File: src/rtl/hood_pkg.sv
// Shared definitions for the hood button front end: classifier state type,
// time constants and the default board assignment of button indices.
package hood_pkg;

    typedef enum logic [1:0] {
        ST_IDLE = 2'd0,
        ST_HELD = 2'd1,
        ST_LONG = 2'd2
    } cls_state_t;

    localparam int MS_PER_S = 1000;

    localparam int BTN_ON_OFF = 0;
    localparam int BTN_MENU   = 1;
    localparam int BTN_MODE1  = 2;
    localparam int BTN_MODE2  = 3;
    localparam int BTN_MODE3  = 4;
    localparam int BTN_CLEAN  = 5;
    localparam int BTN_LEFT   = 6;
    localparam int BTN_RIGHT  = 7;

endpackage

File: src/rtl/button_press_decoder_channel.sv
// One button channel: 2-FF synchroniser, tick-based debounce and a
// press/short/long classifier with registered single-cycle pulses.
module button_channel
    import hood_pkg::*;
#(
    parameter int DEBOUNCE_MS = 20,
    parameter int LONG_MS     = 3000
) (
    input  logic clk,
    input  logic rst,
    input  logic raw,
    input  logic ms_tick,
    output logic level,
    output logic press_pulse,
    output logic short_pulse,
    output logic long_pulse
);

    localparam int DW = $clog2(DEBOUNCE_MS + 1);
    localparam int HW = $clog2(LONG_MS + 1);

    logic [1:0]    sync_ff;
    logic          stable;
    logic          stable_d;
    logic [DW-1:0] db_cnt;
    logic [HW-1:0] hold_cnt;
    cls_state_t    state;

    logic rise;
    logic fall;

    assign rise  = stable & ~stable_d;
    assign fall  = ~stable & stable_d;
    assign level = stable;

    always_ff @(posedge clk) begin
        if (!rst) begin
            sync_ff     <= '0;
            stable      <= 1'b0;
            stable_d    <= 1'b0;
            db_cnt      <= '0;
            hold_cnt    <= '0;
            state       <= ST_IDLE;
            press_pulse <= 1'b0;
            short_pulse <= 1'b0;
            long_pulse  <= 1'b0;
        end else begin
            sync_ff  <= {sync_ff[0], raw};
            stable_d <= stable;

            // Any return to agreement restarts the stability window.
            if (sync_ff[1] == stable) begin
                db_cnt <= '0;
            end else if (db_cnt == DW'(DEBOUNCE_MS)) begin
                stable <= ~stable;
                db_cnt <= '0;
            end else if (ms_tick) begin
                db_cnt <= db_cnt + DW'(1);
            end

            press_pulse <= 1'b0;
            short_pulse <= 1'b0;
            long_pulse  <= 1'b0;

            case (state)
                ST_IDLE: begin
                    if (rise) begin
                        press_pulse <= 1'b1;
                        hold_cnt    <= '0;
                        state       <= ST_HELD;
                    end
                end
                ST_HELD: begin
                    // Release takes priority over reaching the long threshold.
                    if (fall) begin
                        short_pulse <= 1'b1;
                        state       <= ST_IDLE;
                    end else if (hold_cnt == HW'(LONG_MS)) begin
                        long_pulse <= 1'b1;
                        state      <= ST_LONG;
                    end else if (ms_tick) begin
                        hold_cnt <= hold_cnt + HW'(1);
                    end
                end
                ST_LONG: begin
                    if (fall) begin
                        state <= ST_IDLE;
                    end
                end
                default: state <= ST_IDLE;
            endcase
        end
    end

endmodule

File: src/rtl/button_press_decoder.sv
// Button front end: shared 1 kHz tick generator feeding NUM_BTN independent
// debounce/classifier channels.
module button_press_decoder
    import hood_pkg::*;
#(
    parameter int NUM_BTN     = 8,
    parameter int CLK_HZ      = 100_000_000,
    parameter int DEBOUNCE_MS = 20,
    parameter int LONG_MS     = 3000
) (
    input  logic               clk,
    input  logic               rst,
    input  logic [NUM_BTN-1:0] btn_raw,
    output logic [NUM_BTN-1:0] btn_level,
    output logic [NUM_BTN-1:0] press_pulse,
    output logic [NUM_BTN-1:0] short_pulse,
    output logic [NUM_BTN-1:0] long_pulse,
    output logic               ms_tick
);

    localparam int TICK_DIV = CLK_HZ / MS_PER_S;
    localparam int TW       = (TICK_DIV > 1) ? $clog2(TICK_DIV) : 1;

    logic [TW-1:0] tick_cnt;

    always_ff @(posedge clk) begin
        if (!rst) begin
            tick_cnt <= '0;
        end else if (tick_cnt == TW'(TICK_DIV - 1)) begin
            tick_cnt <= '0;
        end else begin
            tick_cnt <= tick_cnt + TW'(1);
        end
    end

    assign ms_tick = (tick_cnt == TW'(TICK_DIV - 1));

    for (genvar i = 0; i < NUM_BTN; i++) begin : g_ch
        button_channel #(
            .DEBOUNCE_MS(DEBOUNCE_MS),
            .LONG_MS    (LONG_MS)
        ) u_ch (
            .clk        (clk),
            .rst        (rst),
            .raw        (btn_raw[i]),
            .ms_tick    (ms_tick),
            .level      (btn_level[i]),
            .press_pulse(press_pulse[i]),
            .short_pulse(short_pulse[i]),
            .long_pulse (long_pulse[i])
        );
    end

endmodule

File: config.mk
export PLATFORM = sky130hd
export DESIGN_NAME = button_press_decoder
export DESIGN_NICKNAME = d
export VERILOG_FILES = /design/src/rtl/hood_pkg.sv /design/src/rtl/button_press_decoder_channel.sv /design/src/rtl/button_press_decoder.sv
export SDC_FILE = /design/constraint.sdc
export NUM_CORES = 1
export LEC_CHECK = 0
export ABC_AREA = 1
export CAP_MARGIN = 25
export CORE_MARGIN = 1.5
export CORE_UTILIZATION = 25
export CTS_BUF_LIST = sky130_fd_sc_hd__clkbuf_4
export CTS_CLUSTER_SIZE = 12
export DETAILED_ROUTE_END_ITERATION = 16
export SYNTH_ARGS = -nofsm -noshare
export SYNTH_HDL_FRONTEND = slang
export SYNTH_SLANG_ARGS = --single-unit
File: constraint.sdc
create_clock -name clk -period 1.6 [get_ports clk]
set_clock_uncertainty 0.2 [all_clocks]
set_input_delay 0.16 -clock clk [delete_from_list [all_inputs] [get_ports clk]]
set_output_delay 0.16 -clock clk [all_outputs]
set_load 0.02 [all_outputs]
==> impl_summary.txt <==
----------------------------------------------------
[Power]
  Comb power frac ... 2.4%
  Net switching power figure ... 2840 uW
  Internal power ... 8980 uW
  Maximum vdd drop ... around 0.38 mV
  Leakage ... 0.00730 uW
  Sequential share of power ... 47.7%
  Clk network pwr share ... 49.8%
  Switching Share ... about 24%
  Power density over cell area ... ~650 mW/mm2

[Global route]
  Initial antenna violation count ... 2
  Number of global-route vias before repair ... 12500
  Overall fraction of global-route tracks in use ... 13.7%
  Global-route wire length before repair ... about 58 mm
  Pin count of the biggest net entering global routing ... 21
  Overall overflow remaining after global route ... 0

[Synthesis]
  Post-synthesis area per instance ... 6.67 um2
  Mapped cell area ... 0.0122 mm2
  Synth warn ... 0
  Fraction of registers with async set/reset ... 0%
  Net Count, Synth ... 1878
  Yosys cell types ... 37
  Gate count after technology mapping ... 1835
  Cell taking the most area after synthesis ... sky130_fd_sc_hd__dfxtp_1
  Synth Register Bits ... 225
  Post-synth EDFFs ... 0
  Primary FF master, synth ... sky130_fd_sc_hd__dfxtp_1
  Sequential area share after synthesis ... 36.8%
  Area share of the largest cell type after synthesis ... 36.8%
  Biggest area contributors in the synthesized netlist ... sky130_fd_sc_hd__dfxtp_1 (37%), sky130_fd_sc_hd__nand2_1 (14%), sky130_fd_sc_hd__nor2_1 (8.4%)

[Status]
  Violated checks ... setup timing
  Run status ... finished with violations

[STA]
  Final hold violation count ... 0
  Hold WS ... 0.210 ns
  Slack of the critical path ... -0.660 ns
  Period utilization ... 141%
  Number of slew-limit violations in the final report ... 0
  Slew at the pin closest to its max-slew limit ... 0.495 ns
  Final setup violation count ... 155
  Shortest clock period the worst path allows after layout ... 2.26 ns
  Max-slew headroom ... 67.0%
  Setup repair after global routing missed its margin ... yes
  Max frequency ... 442 MHz
  Setup_tns ... -52.97 ns

[Routing]
  First DRT Iteration DRCs ... 512
  Initial DRT Pass Iterations ... 5
  Number of nets with antenna violations after detailed routing ... 0
  Routed via count divided by cell count ... 4.56
  Via count ... 13000
  Routed wire length ... 35.9 mm
  WL/cell ... approximately 13 um
  DR DRC count ... 0

[Hold path]
  Startpoint of the tightest hold check path ... g_ch[5].u_ch.sync_ff[0]$_SDFF_PN0_
  Worst Hold Path Cells ... 2
  Type of the tightest min-delay check ... flop to flop
  Worst-case hold path end point ... g_ch[5].u_ch.sync_ff[1]$_SDFF_PN0_

[Finish]
  Post-Layout Inst Area ... 0.0182 mm2
  Count of filler cells inserted in the layout ... 4820
  Post-layout net count ... approximately 2200
  Share of cells above drive strength 1 ... 35.7%
  Finished Core Util ... 37.9%
  Area overhead of the layout relative to synthesis ... 48.9%

[Die]
  Die area ... about 0.050 mm2
  Initial standard-cell utilization of the core ... about 25%
  # IOs ... 43
  Chip height ... 224 um
  Core Footprint ... 0.0480 mm2
  Width of the chip ... 224 um
  FP Rows ... 80

[Clocking]
  Buffer type at the clock tree root ... sky130_fd_sc_hd__clkbuf_4
  Number of clock buffers inserted by TritonCTS ... 66
  Clock insertion delay at the later pin of the skew report ... roughly 0.74 ns
  Buffer levels on the longest clock path ... 3
  Total clock sinks ... 225
  Number of H-tree levels ... 3
  Clock tree from TritonCTS ... built
  Clock slew seen by the registers of the worst setup and hold paths ... 0.06 ns

[Placement]
  Buffers on Ports ... 42
  Last weighted congestion value of the routability-driven placer ... between 0.8 and 0.9
  Area post-placement ... 0.0151 mm2
  Post-Place Setup Slack ... -0.352 ns
  Final HPWL from detailed placement ... 23.1 mm

[Setup path]
  Buffering stage count on the worst path with inverters included ... 3
  Cell-by-cell trace of the critical path ... ha_4 > nand2_4 > nor2_4 > nand2_2 > nor2_4 > buf_12 > buf_8 > buf_12
  Arrival time worst endpoint ... about 1.9 ns
  CP max stage delay ... approximately 0.35 ns
  Category of the worst setup path launch point ... flop
  Worst reg2reg path startpoint ... tick_cnt[1]$_SDFF_PP0_
  Critical path data required time ... 1.24 ns
  Top cell family by delay on the critical path ... simple AND/OR/NAND/NOR gates
  CP Max Fanout ... 2
  Worst r2r dst ... g_ch[2].u_ch.hold_cnt[5]$_SDFFE_PN0P_
  Category of the most critical setup path ... flop to primary output
  Worst-case reg-to-reg path depth ... 15
  Category of the worst setup path capture point ... primary output
  Slowest cell on crit path ... sky130_fd_sc_hd__dfxtp_2
  Worst reg2reg setup slack ... -0.57 ns

[Run]
  Total of max-cap violations ... 0

----------------------------------------------------
[Yosys cell counts, types with 12 or more instances]
master / instances
sky130_fd_sc_hd__nand4_1: 45
sky130_fd_sc_hd__nor3_1: 29
sky130_fd_sc_hd__xnor2_1: 12
sky130_fd_sc_hd__o21ai_0: 35
sky130_fd_sc_hd__a21oi_1: 116
sky130_fd_sc_hd__clkbuf_1: 35
sky130_fd_sc_hd__buf_4: 37
sky130_fd_sc_hd__nand2_1: 444
sky130_fd_sc_hd__xor2_1: 30
sky130_fd_sc_hd__ha_1: 33
sky130_fd_sc_hd__a21oi_2: 20
sky130_fd_sc_hd__inv_1: 209
sky130_fd_sc_hd__nand2_2: 31
sky130_fd_sc_hd__nor3b_1: 14
sky130_fd_sc_hd__nor2_1: 273
sky130_fd_sc_hd__nand3_1: 177
sky130_fd_sc_hd__dfxtp_1: 225
[metal layers]
layer  GRT usage [%]  wire length (um)  share of wire [%]  vias to the layer above
met5               0                 0                  0                        -
li1                -                 -                  -                     6587
met1            16.4             15700                 44                     6033
met3            3.21              1750                4.9                       63
met2            23.6             17400                 49                      285
met4            5.80              1010                2.8                        0
[worst max path at each step]
stage	start	depth (start not counted)	endpoint
floorplan	tick_cnt[1]$_SDFF_PP0_	11	g_ch[5].u_ch.hold_cnt[4]$_SDFFE_PN0P_
detailed placement	tick_cnt[13]$_SDFF_PP0_	11	g_ch[6].u_ch.hold_cnt[2]$_SDFFE_PN0P_
global placement	tick_cnt[1]$_SDFF_PP0_	11	g_ch[6].u_ch.hold_cnt[2]$_SDFFE_PN0P_
finish	tick_cnt[1]$_SDFF_PP0_	8	ms_tick
global route	tick_cnt[8]$_SDFF_PP0_	8	ms_tick
CTS	tick_cnt[12]$_SDFF_PP0_	8	ms_tick
[metrics by stage]
step                      power (uW)  instances
after floorplan                 5880       1835
after CTS                      12000       2831
after global routing           12400       2844
after global placement          6000       2665
after detailed placement        6000       2665
final                          11800       2844
[power by group through the flow]
| stage | sequential [uW] | clock, uW | combinational (uW) |
|---|---|---|---|
| floorplan | 5760 | 0 | 117 |
| global placement | 5770 | 0 | 230 |
| detailed placement | 5770 | 0 | 232 |
| CTS | 5640 | 6140 | 265 |
| global route | 5640 | 6420 | 313 |
| finish | 5640 | 5890 | 285 |
[what timing repair did]
item | CTS | global route
hold endpoints to repair | 143 | 0
hold buffers | 9 | 0
gates cloned | 13 | 4
setup buffers | 36 | 14
gates resized for setup | 426 | 190
pin swaps | 49 | 54
setup endpoints to repair | 187 | 189
[cells by family after synthesis]
group,after synthesis,share of synthesized area (%)
XOR/XNOR,42,3.00
AO/OA/AOI/OAI,187,8.61
AND/OR/NAND/NOR,1045,37.2
adder cells (fa/ha/maj),33,3.37
flip-flops,225,36.8
buffers and inverters,303,11.1
[state kept, by name (all words and copies together), names as in the netlist]
name	flops
g_ch.u_ch.hold_cnt	96
g_ch.u_ch.db_cnt	40
g_ch.u_ch.short_pulse	8
g_ch.u_ch.sync_ff	16
g_ch.u_ch.press_pulse	8
g_ch.u_ch.level	8
g_ch.u_ch.long_pulse	8
g_ch.u_ch.stable_d	8
tick_cnt	17
g_ch.u_ch.state	16
[final cells by class]
cell class	instances	area [um2]	share of cell area [%]
clock inverter	18	160	0.879
timing repair inverter	1	5.00	0.0275
sequential	225	4570	25.0
inverter	214	818	4.49
clock buffer	96	721	3.95
multi-input combinational	1312	7770	42.6
antenna	1	2.50	0.0137
timing repair buffer	362	3410	18.7
tap	615	769	4.22
[worst register-to-register path, stage by stage, from the launching register on]
cell and delay (ns):
sky130_fd_sc_hd__dfxtp_2 0.35, sky130_fd_sc_hd__ha_4 0.15, sky130_fd_sc_hd__nand2_4 0.05, sky130_fd_sc_hd__nor2_4 0.09
sky130_fd_sc_hd__nand2_2 0.07, sky130_fd_sc_hd__nor2_4 0.15, sky130_fd_sc_hd__buf_12 0.12, sky130_fd_sc_hd__buf_4 0.10
sky130_fd_sc_hd__buf_6 0.09, sky130_fd_sc_hd__buf_12 0.13, sky130_fd_sc_hd__buf_12 0.12, sky130_fd_sc_hd__nand2_8 0.06
sky130_fd_sc_hd__nand2_8 0.11, sky130_fd_sc_hd__buf_12 0.13, sky130_fd_sc_hd__nand2_2 0.05, sky130_fd_sc_hd__a21oi_2 0.12
[cells in the final DEF, fill, tap and decap left out, types with 30 or more instances in the layout]
cell	synthesis	final
sky130_fd_sc_hd__dfxtp_2	0	43
sky130_fd_sc_hd__a21oi_2	20	59
sky130_fd_sc_hd__buf_4	37	245
sky130_fd_sc_hd__a21oi_1	116	77
sky130_fd_sc_hd__nand2_1	444	394
sky130_fd_sc_hd__nor2_2	4	32
sky130_fd_sc_hd__nand3_1	177	133
sky130_fd_sc_hd__nor2_1	273	227
sky130_fd_sc_hd__buf_6	4	67
sky130_fd_sc_hd__clkbuf_4	0	96
sky130_fd_sc_hd__nand4_1	45	45
sky130_fd_sc_hd__nand3_2	2	35
sky130_fd_sc_hd__inv_1	209	197
sky130_fd_sc_hd__nand2_2	31	49
sky130_fd_sc_hd__xor2_1	30	30
sky130_fd_sc_hd__dfxtp_1	225	180
Power figures use the tool's default switching activity.
